### config.mk
export PLATFORM = sky130hd
export DESIGN_NAME = neuron_layer_sequencer
export DESIGN_NICKNAME = d
export VERILOG_FILES = /design/src/rtl/neuron_layer_sequencer.sv
export SDC_FILE = /design/constraint.sdc
export NUM_CORES = 1
export LEC_CHECK = 0
export CAP_MARGIN = 10
export CORE_MARGIN = 2
export CORE_UTILIZATION = 55
export CTS_CLUSTER_DIAMETER = 100
export DETAILED_ROUTE_END_ITERATION = 7
export PLACE_DENSITY = 0.86
export SLEW_MARGIN = 5
export SYNTH_ARGS = -nofsm -noshare
export SYNTH_HDL_FRONTEND = slang
export SYNTH_SLANG_ARGS = --single-unit
### constraint.sdc
create_clock -name clk -period 10.8 [get_ports clk]
set_input_delay 3.24 -clock clk [delete_from_list [all_inputs] [get_ports clk]]
set_output_delay 3.24 -clock clk [all_outputs]
set_load 0.01 [all_outputs]
### src/rtl/neuron_layer_sequencer.sv
// rtl/neuron_layer_sequencer.sv - fully connected neuron layer sequencer over a shared 128x8 RAM
// Host owns the RAM ports while idle; a started run streams bias, input/weight MACs, activation, write-back.
module neuron_layer_sequencer #(
  parameter int N_INPUTS    = 8,
  parameter int N_NEURONS   = 4,
  parameter int INPUT_BASE  = 0,
  parameter int WEIGHT_BASE = 8,
  parameter int BIAS_BASE   = 40,
  parameter int OUT_BASE    = 44,
  parameter int SHIFT       = 4
) (
  input  logic       clk,
  input  logic       rst_n,
  input  logic       start,
  output logic       busy,
  output logic       done,
  input  logic       host_req,
  input  logic       host_we,
  input  logic [7:0] host_addr,
  input  logic [7:0] host_wdata,
  output logic       host_gnt,
  output logic [7:0] host_rdata,
  output logic [7:0] ram_read_address,
  output logic [7:0] ram_write_address,
  output logic [7:0] ram_write_data,
  output logic       ram_oe,
  output logic       ram_wre,
  input  logic [7:0] ram_read_data
);

  typedef enum logic [2:0] {
    S_IDLE, S_BIAS, S_RD_IN, S_MAC, S_ACT, S_WRITE, S_DONE
  } state_t;

  state_t             state, state_nxt;
  logic [3:0]         j;
  logic [4:0]         i;
  logic signed [20:0] acc;
  logic [7:0]         x;
  logic [7:0]         res;

  logic               last_i, last_j;
  logic signed [15:0] prod;
  logic signed [20:0] shifted;
  logic [7:0]         act_val;
  logic [7:0]         bias_addr, in_addr, weight_addr, out_addr;

  assign last_i      = (i == 5'(N_INPUTS - 1));
  assign last_j      = (j == 4'(N_NEURONS - 1));
  assign prod        = $signed(x) * $signed(ram_read_data);
  assign shifted     = acc >>> SHIFT;
  assign bias_addr   = 8'(BIAS_BASE + int'(j));
  assign in_addr     = 8'(INPUT_BASE + int'(i));
  assign weight_addr = 8'(WEIGHT_BASE + int'(j) * N_INPUTS + int'(i));
  assign out_addr    = 8'(OUT_BASE + int'(j));
  assign host_rdata  = ram_read_data;

  // ReLU, then arithmetic shift, then clamp to the positive 8-bit range
  always_comb begin
    act_val = shifted[7:0];
    if (acc[20])
      act_val = 8'd0;
    else if (shifted > 21'sd127)
      act_val = 8'd127;
  end

  always_ff @(posedge clk) begin
    if (!rst_n) begin
      state <= S_IDLE;
      j     <= '0;
      i     <= '0;
      acc   <= '0;
      x     <= '0;
      res   <= '0;
    end else begin
      state <= state_nxt;
      case (state)
        S_IDLE:  if (start) begin j <= '0; i <= '0; end
        S_BIAS:  acc <= {{13{ram_read_data[7]}}, ram_read_data};
        S_RD_IN: x <= ram_read_data;
        S_MAC: begin
          acc <= acc + {{5{prod[15]}}, prod};
          i   <= last_i ? 5'd0 : i + 5'd1;
        end
        S_ACT:   res <= act_val;
        S_WRITE: if (!last_j) j <= j + 4'd1;
        default: ;
      endcase
    end
  end

  always_comb begin
    state_nxt         = state;
    busy              = 1'b0;
    done              = 1'b0;
    host_gnt          = 1'b0;
    ram_oe            = 1'b0;
    ram_wre           = 1'b0;
    ram_read_address  = 8'd0;
    ram_write_address = 8'd0;
    ram_write_data    = 8'd0;

    case (state)
      S_IDLE:  if (start) state_nxt = S_BIAS;
      S_BIAS:  state_nxt = S_RD_IN;
      S_RD_IN: state_nxt = S_MAC;
      S_MAC:   state_nxt = last_i ? S_ACT : S_RD_IN;
      S_ACT:   state_nxt = S_WRITE;
      S_WRITE: state_nxt = last_j ? S_DONE : S_BIAS;
      S_DONE:  state_nxt = S_IDLE;
      default: state_nxt = S_IDLE;
    endcase

    // Output drive is suppressed entirely while reset is held, so no stray write can land
    if (rst_n) begin
      case (state)
        S_IDLE: begin
          if (!start) begin
            host_gnt          = host_req;
            ram_oe            = host_req & ~host_we;
            ram_wre           = host_req & host_we;
            ram_read_address  = host_addr;
            ram_write_address = host_addr;
            ram_write_data    = host_wdata;
          end
        end
        S_BIAS: begin
          busy             = 1'b1;
          ram_oe           = 1'b1;
          ram_read_address = bias_addr;
        end
        S_RD_IN: begin
          busy             = 1'b1;
          ram_oe           = 1'b1;
          ram_read_address = in_addr;
        end
        S_MAC: begin
          busy             = 1'b1;
          ram_oe           = 1'b1;
          ram_read_address = weight_addr;
        end
        S_ACT:   busy = 1'b1;
        S_WRITE: begin
          busy              = 1'b1;
          ram_wre           = 1'b1;
          ram_write_address = out_addr;
          ram_write_data    = res;
        end
        S_DONE:  done = 1'b1;
        default: ;
      endcase
    end
  end

endmodule

==> run_results.csv <==
group,metric,value,unit
hold_path,hp-start,"res[7]",
synth,yosysTopAreaCell,"fa_1",
setup_path,r2r_slack,4330,ps
route,first_pass_iters,5,
pwr,vdd_drop_max,0.0666,mV
synth,mappedNetlistNets,905,
clock_tree,cts.path.max_buffers,2,
synth,yosysTopAreaCellShare,18.6,%
floorplanning,initial_core_util,56.5,%
pwr,finalPower,739,uW
synth,ys_seq_area_share,16.0,%
placed_design,place_area,6860,sq um
grt,grt_pass1_wl,24100,microns
route,drc_errors,0,
job,drv_cap,0,
timing,period_needed,9630,ps
floorplanning,io_pins,66,
clock_tree,postCtsSetupRepairBufs,0,
synth,synth_warnings,0,
pwr,p_per_area,106,nW/um^2
route,wl_per_cell,15.4,microns
cells_and_area,diodes,0,
synth,ys.flop_type,"dfxtp_1",
hold_path,whs_path_depth,1,
clock_tree,cts_root_buf,"clkbuf_8",
clock_tree,cts_sinks,49,
timing,skew,17.6,ps
timing,rsz0062_at_grt,"false",
clock_tree,clk_latency,330,ps
setup_path,path_class,"in -> reg",
clock_tree,cts_tree,"done",
timing,fin_crit_sh,89.2,%
run_status,outcome,"finished, final reports clean",
synth,synth_area_per_cell,8.09,sq um
placed_design,port_buffers,65,
placed_design,hpwlAfterDp,11300,microns
setup_path,startpoint,"ram_read_data[5]",
setup_path,end_kind,"flop",
floorplanning,die_w,110,microns
grt,antenna_found_initial,0,
grt,first_global_vias,5128,
synth,synth-edff-count,0,
route,wirelength,14500,microns
timing,setup_viol,0,
cells_and_area,drive_gt1_share,3.12,%
synth,ys_seq_elements,49,
route,routed-via-count,5436,
cells_and_area,area_growth,13.1,%
clock_tree,numCtsBuffers,5,
clock_tree,cts_resized,0,
setup_path,worstPathRequired,11000,ps
floorplanning,rows,38,
setup_path,reg2regPathDepth,23,
route,drt_iter0_drc,417,
timing,tns,0,ps
synth,mappedNetlistArea,6150,sq um
timing,slew_viol_final,0,
grt,grt_start_max_net_pins,36,
synth,ys_top_cells_by_area,"fa_1 19%, dfxtp_1 16%, ha_1 12%",
setup_path,r2r-start,"x[7]",
hold_path,hold_path_class,"reg -> reg",
setup_path,start_kind,"primary input",
synth,async_flop_share,0,%
synth,synth_cell_type_count,54,
grt,grt_util_all_layers,25.0,%
setup_path,worstReg2RegEnd,"acc[20]",
pwr,p_leak,3.26,nW
timing,final_hold_viol_count,0,
placed_design,routabilityCongestion,0.926,
timing,worst_pin_slew,1010,ps
cells_and_area,final_core_util,63.9,%
floorplanning,die_area,12000,sq um
clock_tree,ctsHoldBuffers,0,
route,vias_per_cell,5.77,
clock_tree,clkTransAtPathRegs,110,ps
route,ant_nets,0,
timing,fmax,0.104,GHz
synth,syn_inst,760,
cells_and_area,fin_area,6950,sq um
cells_and_area,fin_nets,946,
timing,relSlewSlack,32.1,%
hold_path,hold-path-endpoint,"res[7]",
floorplanning,die-height,110,microns
clock_tree,h-tree-depth,2,
setup_path,path_max_fanout,11,
floorplanning,core_area,10900,sq um
setup_path,critical_path_arrival,9830,ps
grt,grt_overflow,0,
## cell type report
| type | count | area [sq um] |
|---|---|---|
| inverters | 105 | 394 |
| repair buffers | 71 | 696 |
| well taps | 140 | 175 |
| clock buffers | 5 | 68.8 |
| clock inverters | 3 | 28.8 |
| flip-flops and latches | 49 | 981 |
| multi-input cells | 569 | 4610 |
| fillers | 909 | 3940 |
## routing by layer
layer,GRT usage [%],part of all wire (%),up-vias
met5,0,0,-
met2,41.7,49,161
met3,2.13,4.6,22
li1,-,-,2608
met4,8.41,1.8,0
met1,34.1,45,2645
## state kept, by name (all words and copies together) (netlist names)
name	cells
acc	21
res	8
x	8
i	5
j	4
state	3
## report_power, final
part           total, mW  internal, mW  switching [mW]  leakage (nW)
sequential         0.204         0.191          0.0132         0.399
combinational      0.412         0.181           0.230          2.81
clock              0.124        0.0491          0.0750        0.0511
total              0.739         0.421           0.318          3.26
## cells by family (layout without fill, tap and decap cells)
kind of cell / Yosys count / after routing / share of synthesized area (%)
buffers and inverters: 142 / 184 / 9.16
AND/OR/NAND/NOR: 245 / 245 / 19.7
AO/OA/AOI/OAI: 153 / 153 / 16.3
flip-flops: 49 / 49 / 16.0
adder cells (fa/ha/maj): 116 / 116 / 30.6
multiplexers: 20 / 20 / 3.28
XOR/XNOR: 35 / 35 / 5.11
## worst max path at each step
stage | to | slack, ps | depth (start not counted)
2_1_floorplan | acc[20] | 1850 | 24
3_5_place_dp | acc[20] | 820 | 22
3_3_place_gp | acc[20] | 990 | 22
5_1_grt | acc[20] | 780 | 22
4_1_cts | acc[20] | 1170 | 22
6_report | acc[20] | 1170 | 22
## layout by cell type (no fill, tap or decap), drive strengths merged, types with 5 or more instances in the layout
| master | instances |
|---|---|
| a211oi | 12 |
| a21o | 15 |
| a21oi | 60 |
| a22oi | 13 |
| a31oi | 7 |
| and2 | 46 |
| and3 | 11 |
| buf | 6 |
| clkbuf | 5 |
| clkdlybuf4s50 | 65 |
| dfxtp | 49 |
| fa | 57 |
| ha | 59 |
| inv | 107 |
| mux2i | 19 |
| nand2 | 39 |
| nand2b | 8 |
| nand3 | 8 |
| nor2 | 80 |
| nor2b | 12 |
| nor3 | 22 |
| o21ai | 19 |
| xnor2 | 23 |
| xor2 | 12 |
## synth_stat cells, drive strengths merged (4+ instances only)
cell type	instances
nor2	80
buf	10
o21bai	4
o21ai	19
nor4	4
xor2	12
nand4	4
nand3	8
a211oi	12
nand2	39
clkbuf	27
and2	46
fa	57
a21o	15
xnor2	23
inv	104
o22ai	4
nand2b	8
ha	59
a22oi	13
mux2i	19
and3	11
a31oi	7
dfxtp	49
nor2b	12
nor3	22
a21oi	60
or3	4
## critical path: stages
cell	delay, ps
clkdlybuf4s50_1	700
and2_1	330
fa_1	460
fa_1	520
fa_1	540
inv_1	60
fa_1	550
inv_1	50
ha_1	340
o21a_1	200
o21ai_0	150
a21oi_1	110
o41ai_4	280
mux2i_1	170
a2111oi_4	610
ha_1	380
a21oi_1	270
mux2i_1	230
o221ai_1	140
a211oi_1	280
xnor2_1	150
o22ai_1	90
## through the flow
stage	std cells	hold slack (ps)	setup slack, ps
global route	942	518	776
detailed placement	934	481	824
CTS	942	500	1170
finish	942	501	1170
floorplan	760	453	1850
global placement	934	470	988
Power figures use the tool's default switching activity.
